<file path="config.mk">
export PLATFORM = sky130hd
export DESIGN_NAME = exe_muldiv
export DESIGN_NICKNAME = d
export VERILOG_FILES = /design/src/rtl/exe_muldiv_pkg.sv /design/src/rtl/exe_muldiv_div_radix2.sv /design/src/rtl/exe_muldiv.sv
export SDC_FILE = /design/constraint.sdc
export NUM_CORES = 2
export LEC_CHECK = 0
export ABC_AREA = 1
export BUFFER_PORTS_ARGS = -buffer_cell sky130_fd_sc_hd__buf_2
export CAP_MARGIN = 30
export CELL_PAD_IN_SITES_DETAIL_PLACEMENT = 0
export CELL_PAD_IN_SITES_GLOBAL_PLACEMENT = 1
export CORE_MARGIN = 2
export CORE_UTILIZATION = 25
export CTS_BUF_LIST = sky130_fd_sc_hd__clkbuf_4 sky130_fd_sc_hd__clkbuf_8 sky130_fd_sc_hd__clkbuf_16
export DETAILED_ROUTE_END_ITERATION = 6
export HOLD_SLACK_MARGIN = 0.02
export PLACE_DENSITY_LB_ADDON = 0.1
export SLEW_MARGIN = 25
export SYNTH_ARGS = -nofsm -noshare
export SYNTH_HDL_FRONTEND = slang
export SYNTH_SLANG_ARGS = --single-unit
</file>
<file path="constraint.sdc">
create_clock -name clk -period 10.2 [get_ports clk]
set_clock_uncertainty 0.05 [all_clocks]
set_input_delay 1.53 -clock clk [delete_from_list [all_inputs] [get_ports clk]]
set_output_delay 1.53 -clock clk [all_outputs]
set_load 0.02 [all_outputs]
</file>
<file path="src/rtl/exe_muldiv_pkg.sv">
`default_nettype none
// ============================================================================
// Module   : CPU_Defines (package)
// Purpose  : Shared MDU opcode encoding, MDU state encoding and divider
//            iteration count for the EXE-stage multiply/divide unit.
// Contents : MDUOpType   - decoded MDU opcode carried in the EXE register
//            mdu_state_t - exe_muldiv control state
//            MDU_DIV_CYCLES - restoring-divider iterations (1 bit per cycle)
// Revision : 1.0 - initial release
// ============================================================================
package CPU_Defines;

  typedef enum logic [2:0] {
    MDU_NONE = 3'd0,
    MULT     = 3'd1,
    MULTU    = 3'd2,
    DIV      = 3'd3,
    DIVU     = 3'd4,
    MTHI     = 3'd5,
    MTLO     = 3'd6
  } MDUOpType;

  typedef enum logic [1:0] {
    S_IDLE = 2'd0,
    S_MUL  = 2'd1,
    S_DIV  = 2'd2,
    S_DONE = 2'd3
  } mdu_state_t;

  localparam int MDU_DIV_CYCLES = 32;

endpackage
`default_nettype wire

</file>
<file path="src/rtl/exe_muldiv_div_radix2.sv">
`default_nettype none
// ============================================================================
// Module   : div_radix2
// Purpose  : Iterative restoring divider on 32-bit magnitudes, one quotient
//            bit per enabled cycle.
// Ports    : clk, rst        - clock, async active-high reset
//            i_start         - load dividend/divisor, clear counter
//            i_step          - perform one restoring iteration this cycle
//            i_dividend      - dividend magnitude
//            i_divisor       - divisor magnitude
//            o_quotient      - quotient after the step performed this cycle
//            o_remainder     - remainder after the step performed this cycle
//            o_done          - this cycle's step is the final iteration
// Revision : 1.0 - initial release
// ============================================================================
module div_radix2 #(
  parameter int DIV_ITER = 32
) (
  input  logic        clk,
  input  logic        rst,
  input  logic        i_start,
  input  logic        i_step,
  input  logic [31:0] i_dividend,
  input  logic [31:0] i_divisor,
  output logic [31:0] o_quotient,
  output logic [31:0] o_remainder,
  output logic        o_done
);

  logic [31:0] r_quo;      // dividend bits shift out the top, quotient bits in
  logic [31:0] r_rem;
  logic [31:0] r_divisor;
  logic [5:0]  r_count;

  logic [32:0] w_shift;
  logic        w_ge;
  logic [31:0] w_sub;

  assign w_shift = {r_rem, r_quo[31]};
  assign w_ge    = (w_shift >= {1'b0, r_divisor});
  // When w_ge holds the difference is below the divisor, so 32 bits suffice.
  assign w_sub   = w_shift[31:0] - r_divisor;

  // Next-step values are exported so the final result can be committed at
  // the same edge that performs the last iteration.
  assign o_quotient  = {r_quo[30:0], w_ge};
  assign o_remainder = w_ge ? w_sub : w_shift[31:0];
  assign o_done      = i_step && (r_count == 6'(DIV_ITER - 1));

  always_ff @(posedge clk or posedge rst) begin
    if (rst) begin
      r_quo     <= '0;
      r_rem     <= '0;
      r_divisor <= '0;
      r_count   <= '0;
    end else if (i_start) begin
      r_quo     <= i_dividend;
      r_rem     <= '0;
      r_divisor <= i_divisor;
      r_count   <= '0;
    end else if (i_step) begin
      r_quo     <= o_quotient;
      r_rem     <= o_remainder;
      r_count   <= r_count + 6'd1;
    end
  end

endmodule
`default_nettype wire

</file>
<file path="src/rtl/exe_muldiv.sv">
`default_nettype none
// ============================================================================
// Module   : exe_muldiv
// Purpose  : EXE-stage multi-cycle multiply/divide unit with HI/LO registers.
//            MULT/MULTU stall 2 cycles, DIV/DIVU stall 33, MTHI/MTLO write
//            without stalling. Cancel aborts any in-flight operation.
// Ports    : clk, rst     - clock, async active-high reset
//            EXE_MDUOp    - MDU opcode of the instruction in EXE
//            EXE_BusA/B   - rs/rt operands after forwarding
//            EXE_Advance  - EXE instruction moves to MEM at this edge
//            EXE_Cancel   - EXE instruction killed, overrides everything
//            MDU_Busy     - combinational stall request
//            HI, LO       - committed HI/LO registers
// Revision : 1.0 - initial release
// ============================================================================
module exe_muldiv
  import CPU_Defines::*;
#(
  parameter int DIV_ITER = MDU_DIV_CYCLES
) (
  input  logic        clk,
  input  logic        rst,
  input  MDUOpType    EXE_MDUOp,
  input  logic [31:0] EXE_BusA,
  input  logic [31:0] EXE_BusB,
  input  logic        EXE_Advance,
  input  logic        EXE_Cancel,
  output logic        MDU_Busy,
  output logic [31:0] HI,
  output logic [31:0] LO
);

  mdu_state_t  r_state;
  logic [31:0] r_hi;
  logic [31:0] r_lo;
  logic [31:0] r_a;
  logic [31:0] r_b;
  logic        r_mul_sgn;
  logic        r_q_neg;
  logic        r_r_neg;
  logic        r_div0;

  logic        w_is_mul;
  logic        w_is_div;
  logic        w_a_neg;
  logic        w_b_neg;
  logic [31:0] w_abs_a;
  logic [31:0] w_abs_b;
  logic        w_div_start;
  logic        w_div_step;
  logic        w_div_last;
  logic [31:0] w_quo;
  logic [31:0] w_rem;
  logic [31:0] w_lo_div;
  logic [31:0] w_hi_div;
  logic [63:0] w_a64;
  logic [63:0] w_b64;
  logic [63:0] w_prod;

  assign w_is_mul = (EXE_MDUOp == MULT) || (EXE_MDUOp == MULTU);
  assign w_is_div = (EXE_MDUOp == DIV)  || (EXE_MDUOp == DIVU);

  assign w_a_neg = (EXE_MDUOp == DIV) && EXE_BusA[31];
  assign w_b_neg = (EXE_MDUOp == DIV) && EXE_BusB[31];
  assign w_abs_a = w_a_neg ? (32'd0 - EXE_BusA) : EXE_BusA;
  assign w_abs_b = w_b_neg ? (32'd0 - EXE_BusB) : EXE_BusB;

  assign w_div_start = (r_state == S_IDLE) && w_is_div && !EXE_Cancel;
  assign w_div_step  = (r_state == S_DIV) && !EXE_Cancel;

  div_radix2 #(
    .DIV_ITER (DIV_ITER)
  ) u_div (
    .clk         (clk),
    .rst         (rst),
    .i_start     (w_div_start),
    .i_step      (w_div_step),
    .i_dividend  (w_abs_a),
    .i_divisor   (w_abs_b),
    .o_quotient  (w_quo),
    .o_remainder (w_rem),
    .o_done      (w_div_last)
  );

  // With a zero divisor the restoring loop leaves |A| as remainder, so the
  // sign-corrected remainder is already raw A; only LO needs forcing.
  // 0x8000_0000 / -1 needs no special case: |A| / 1 = 0x8000_0000, signs agree.
  assign w_lo_div = r_div0  ? 32'hFFFF_FFFF : (r_q_neg ? (32'd0 - w_quo) : w_quo);
  assign w_hi_div = r_r_neg ? (32'd0 - w_rem) : w_rem;

  // Low 64 bits of a 64x64 product of the extended operands equal the
  // 33x33 signed product, for both signed and unsigned multiplies.
  assign w_a64  = {{32{r_mul_sgn & r_a[31]}}, r_a};
  assign w_b64  = {{32{r_mul_sgn & r_b[31]}}, r_b};
  assign w_prod = w_a64 * w_b64;

  // Reset also masks the stall so the pipeline sees Busy=0 immediately.
  assign MDU_Busy = !rst && !EXE_Cancel &&
                    (((r_state == S_IDLE) && (w_is_mul || w_is_div)) ||
                     (r_state == S_MUL) || (r_state == S_DIV));

  assign HI = r_hi;
  assign LO = r_lo;

  always_ff @(posedge clk or posedge rst) begin
    if (rst) begin
      r_state   <= S_IDLE;
      r_hi      <= '0;
      r_lo      <= '0;
      r_a       <= '0;
      r_b       <= '0;
      r_mul_sgn <= 1'b0;
      r_q_neg   <= 1'b0;
      r_r_neg   <= 1'b0;
      r_div0    <= 1'b0;
    end else begin
      case (r_state)
        S_IDLE: begin
          if (!EXE_Cancel) begin
            if (w_is_mul) begin
              r_a       <= EXE_BusA;
              r_b       <= EXE_BusB;
              r_mul_sgn <= (EXE_MDUOp == MULT);
              r_state   <= S_MUL;
            end else if (w_is_div) begin
              r_q_neg <= w_a_neg ^ w_b_neg;
              r_r_neg <= w_a_neg;
              r_div0  <= (EXE_BusB == 32'd0);
              r_state <= S_DIV;
            end else if (EXE_Advance && (EXE_MDUOp == MTHI)) begin
              r_hi <= EXE_BusA;
            end else if (EXE_Advance && (EXE_MDUOp == MTLO)) begin
              r_lo <= EXE_BusA;
            end
          end
        end
        S_MUL: begin
          if (EXE_Cancel) begin
            r_state <= S_IDLE;
          end else begin
            r_hi    <= w_prod[63:32];
            r_lo    <= w_prod[31:0];
            r_state <= S_DONE;
          end
        end
        S_DIV: begin
          if (EXE_Cancel) begin
            r_state <= S_IDLE;
          end else if (w_div_last) begin
            r_hi    <= w_hi_div;
            r_lo    <= w_lo_div;
            r_state <= S_DONE;
          end
        end
        S_DONE: begin
          // Holding here until the instruction leaves EXE prevents a restart
          // on the same, still-present opcode.
          if (EXE_Cancel || EXE_Advance) begin
            r_state <= S_IDLE;
          end
        end
        default: r_state <= S_IDLE;
      endcase
    end
  end

endmodule
`default_nettype wire
</file>
After elaboration in Yosys (flattened, before gate mapping)

Cells that the tools add are included.

Register bits: 236
Latch bits: 0
Bits in writable memories: 0
ROM bits: 0
Input bits: 71
Word-level logic and storage cells: 113
Memories kept: 0

Add/sub/neg operators: 6
Multiply operators: 1
Div/mod/pow operators: 0
$lt $le $gt $ge: 1
Equality and inequality tests: 22
Shift operators: 0
Multiplexer cells: 37
Bitwise operators: 5
Reductions and logical operators: 28

Operators by type and width:

| operator                | number |
|---|---|
| $mux W32                | 25 |
| $pmux W32 S3            | 2 |
| $sub A1 B32 Y32 const A | 4 |
| $mul A33 B33 Y64        | 1 |
| $ge A33 B32 Y1          | 1 |
| $logic_not A32 Y1       | 1 |
| $sub A32 B32 Y32        | 1 |
| $mux W2                 | 7 |
| $ne A2 B2 Y1 const B    | 7 |
| $mux W6                 | 2 |
| $logic_and A1 B1 Y1     | 11 |
| $eq A3 B3 Y1 const B    | 3 |
| $reduce_and A9 Y1       | 1 |
| $pmux W2 S4             | 1 |
| $reduce_and A4 Y1       | 2 |
| $reduce_and A8 Y1       | 1 |
| $add A6 B1 Y6 const B   | 1 |
| $eq A3 B2 Y1 const B    | 2 |
| $eq A6 B5 Y1 const B    | 1 |
| $logic_or A1 B1 Y1      | 6 |
| $ne A2 B1 Y1 const B    | 3 |
| $eq A2 B2 Y1 const B    | 2 |
| $eq A3 B1 Y1 const B    | 1 |
| $ne A3 B2 Y1 const B    | 1 |
| other kinds (10)        | 13 |

Depth between registers and ports, before layout

Depth in word-level cells: 8
Mapped depth: 40
Depth with buffers taken out: 38

Modules after synthesis

Synthesis repeated with hierarchy kept, for this count alone.

Cells, all modules: 7662
Area total of the unflattened synthesis: 56960.9 µm²

By module, submodules not included:

| module     | instances | cells an instance | area each (µm²) |
|---|---|---|---|
| exe_muldiv | 1         | 6556              | 49553.8 |
| div_radix2 | 1         | 1106              | 7407.1 |

Worst setup path before layout

Ideal clock, no wire load.

Path type: input port to output port
Start point: input rst
End point: output MDU_Busy
Arrival time: 6.991 ns
Data required time: 8.620 ns
Slack: 1.629 ns
Stages: 3
Cell sequence: inv_1 > nand3_1 > inv_1

Cells in the longest elaborated chain, start to end: 3

Ends and longest elaborated chain:

| item                              | line             | RTL |
|---|---|---|
| from (decl)                       | exe_muldiv.sv:22 | `input logic rst,` |
| $logic_not A1 Y1 (no line)        | --               |  |
| $logic_and A1 B1 Y1 (2 in series) | exe_muldiv.sv:98 | `assign MDU_Busy = !rst && !EXE_Cancel &&` |
| to (decl)                         | exe_muldiv.sv:28 | `output logic MDU_Busy,` |

No other way between the ends.

Worst setup path in the final report

Start point: register r_a[10]
End point: register r_hi[7] (netlist: HI[7])

Cells in the longest elaborated chain, start to end: 3

Ends and longest elaborated chain:

| item                   | line              | RTL |
|---|---|---|
| from (decl)            | exe_muldiv.sv:36  | `logic [31:0] r_a;` |
| from (signal assigned) | exe_muldiv.sv:121 | `r_a <= EXE_BusA;` |
| $mul A33 B33 Y64       | exe_muldiv.sv:95  | `assign w_prod = w_a64 * w_b64;` |
| $mux W32               | exe_muldiv.sv:138 | `if (EXE_Cancel) begin` |
| $pmux W32 S3           | exe_muldiv.sv:117 | `case (r_state)` |
| to (signal assigned)   | exe_muldiv.sv:131 | `r_hi <= EXE_BusA;` |
| to (signal assigned)   | exe_muldiv.sv:141 | `r_hi <= w_prod[63:32];` |
| to (signal assigned)   | exe_muldiv.sv:150 | `r_hi <= w_hi_div;` |
| to (decl)              | exe_muldiv.sv:34  | `logic [31:0] r_hi;` |

No other way between the ends. The select of a mux whose other input is x is not followed.
A chain may end at the register's enable or synchronous reset.

==> impl_metrics.json <==
{
  "worstReg2RegStart": "r_a[10]$_DFFE_PP0P_",
  "yosysWarningCount": 0,
  "synthSimpleGateAreaFrac": 0.190,
  "cts_buffers": 34,
  "multi_input_area_um2": 41000,
  "worstSetupPathType": "flip-flop to flip-flop",
  "start_kind": "flip-flop",
  "wl_per_cell_um": 21.9,
  "synth-compound-area-share": 0.0707,
  "ys_seq_elements": 236,
  "viasPerCell": 4.44,
  "max_freq_mhz": 107,
  "drt_iter0_markers": 2482,
  "worst_pin_slew_ns": 1.00,
  "tns_ns": 0,
  "h-tree-depth": 2,
  "synthArstFlopShare": 1.00,
  "syn2layout_area_growth_pct": 9.35,
  "gp_congestion": 0.862,
  "grt_pass1_vias": 49401,
  "die-area_um2": 226000,
  "slew_violations": 0,
  "start_util": 0.251,
  "yosysTopAreaCell": "fa_1",
  "period_minus_slack_ns": 9.31,
  "rsz0062_at_grt": "no",
  "seq_area_frac_synth": 0.106,
  "cts_buffer_depth": 3,
  "final-seq-area_um2": 5920,
  "cp-startpoint": "r_a[10]$_DFFE_PP0P_",
  "grt_util_all_layers": 0.203,
  "fp.dieH_um": 475,
  "core.rowCount": 173,
  "first_pass_iters": 5,
  "cts-root-buf": "clkbuf_16",
  "syn_area_per_cell_um2": 7.58,
  "ant_nets": 0,
  "cts.hold.buffers_added": 0,
  "required_ns": 10.59,
  "die_w_um": 475,
  "hold_violations": 0,
  "synth_cell_type_count": 56,
  "antenna_found_initial": 18,
  "hold_class": "flip-flop to flip-flop",
  "n_fill_cell": 24478,
  "grt_max_degree": 65,
  "cts_tree": "built",
  "rrSetupSlack_ns": 0.89,
  "dp_hpwl_um": 189000,
  "top_level_ports": 136,
  "core_region_area_um2": 221000,
  "cts_setup_buffers": 0,
  "holdPathEnd": "LO[7]$_DFFE_PP0P_",
  "hold_depth": 2,
  "grt_overflow": 0,
  "ys_top_cells_by_area": "fa_1 41%, inv_1 13%, nand2_1 13%",
  "drive_above_1_share": 0.0571,
  "setup_violations": 0,
  "synth_area_um2": 55500,
  "synth.top_cell.area_share": 0.406,
  "synth_nets": 8779,
  "synth_top_family_by_area": "adder cells",
  "cts.clk_slew.worst_paths_ns": 0.06,
  "synthFlopType": "dfrtp_1",
  "synth_xor_area_frac": 0.0136,
  "end_kind": "flip-flop",
  "hp-start": "LO[7]$_DFFE_PP0P_",
  "yosysMostFrequentCell": "inv_1",
  "timing.final.crit_share": 0.912,
  "synth_common_cells": "1922 x inv_1, 1853 x nand2_1, 1126 x fa_1",
  "path_max_fanout": 16,
  "crit_arrival_ns": 9.70,
  "syn-instance-count": 7328,
  "slowest_delay_ns": 0.74,
  "clock_latency_ns": 0.59,
  "fin_nets": 8714,
  "relSlewSlack": 0.333,
  "clkSinkCount": 236,
  "drc": 0,
  "io_buffer_count": 135,
  "worstRegToRegCells": 33,
  "synth_fa_ha_area_frac": 0.463,
  "finalWirelength_um": 225000,
  "outcome": "finished, final reports clean",
  "grt_pass1_wl_um": 339000,
  "synthMuxAreaShare": 0,
  "vias": 45554,
  "maxCapViolCount": 0,
  "r2r_end": "HI[7]$_DFFE_PP0P_",
  "synth_edf_count": 0,
  "crit_slowest_cell": "dfrtp_1",
  "cts_resized": 0
}
==> layout by cell type, fill, tap and decap left out, types with 8 or more instances in the layout <==
cell type  instances
clkbuf_16         35
o221ai_1          30
xnor2_1           43
a31oi_1           38
fa_1            1126
nand2_1         1851
clkbuf_4           9
nand4_1           37
o21ai_0          302
nor4_1            10
nor3_1            52
xor2_1            43
or2_2             11
buf_4            118
ha_1             252
nand3_1          212
nor2_2            13
inv_2             10
inv_1           1921
nand2_4           11
nand2_2           19
buf_2            135
dfrtp_1          227
dfrtp_2            9
o211ai_1          10
a21oi_1          237
a21o_1             8
nor2_1           388
o22ai_1           33
==> stage by stage <==
stage | std cells | hold slack [ns] | setup WS [ns] | cell area, um2 | utilization
floorplan | 7328 | 0.403 | 1.63 | 55500 | -
global placement | 10199 | 0.416 | 0.516 | 59500 | 0.269
detailed placement | 10202 | 0.423 | 0.818 | 59600 | 0.269
CTS | 10263 | 0.437 | 0.749 | 60700 | 0.274
global route | 10263 | 0.459 | 0.363 | 60700 | 0.274
finish | 10268 | 0.431 | 0.893 | 60700 | 0.274
==> area by class of cell <==
class,instances,area share
clock inverters,10,0.00134
clock buffers,51,0.0171
diodes,5,0.000206
inverters,1935,0.120
flip-flops and latches,236,0.0974
repair buffers,259,0.0276
well taps,2975,0.0613
multi-input cells,4797,0.675
==> critical path: cells and delay by family, from the launching register on <==
kind	cells	cell delay [ns]
buffers and inverters	9	0.89
AOI/OAI and AO/OA	7	1.98
DFF	1	0.74
and+or+nand+nor	8	1.26
adders and majority gates	9	4.20
==> routing by layer <==
metal	part of all wire	track usage	routed length [um]
met2	0.47	0.341	106000
met3	0.028	0.0147	6340
met4	0.014	0.0286	3160
met5	0.00052	0	116
met1	0.48	0.290	109000
==> flip-flops by register name, indices dropped and copies added (netlist names), 6 cells and up <==
| register | count |
|---|---|
| HI | 32 |
| r_a | 32 |
| u_div.r_rem | 32 |
| r_b | 32 |
| u_div.r_divisor | 32 |
| LO | 32 |
| u_div.r_count | 6 |
| u_div.r_quo | 32 |
==> worst max-delay path by stage <==
stage / endpoint / slack, ns / depth (start not counted)
final: HI[7]$_DFFE_PP0P_ / 0.89 / 33
after global routing: HI[30]$_DFFE_PP0P_ / 0.36 / 31
after CTS: HI[14]$_DFFE_PP0P_ / 0.75 / 29
after detailed placement: HI[14]$_DFFE_PP0P_ / 0.82 / 29
after global placement: HI[15]$_DFFE_PP0P_ / 0.52 / 33
after floorplan: MDU_Busy / 1.63 / 3
==> cell families after synthesis <==
kind of cell	count (synthesis)
AO/OA/AOI/OAI	706
XOR/XNOR	86
adder cells (fa/ha/maj)	1380
buffers and inverters	2295
flip-flops	236
AND/OR/NAND/NOR	2625
Power is not shown: default switching activity piles up to over one toggle a cycle in this logic, so the estimate is an artifact.
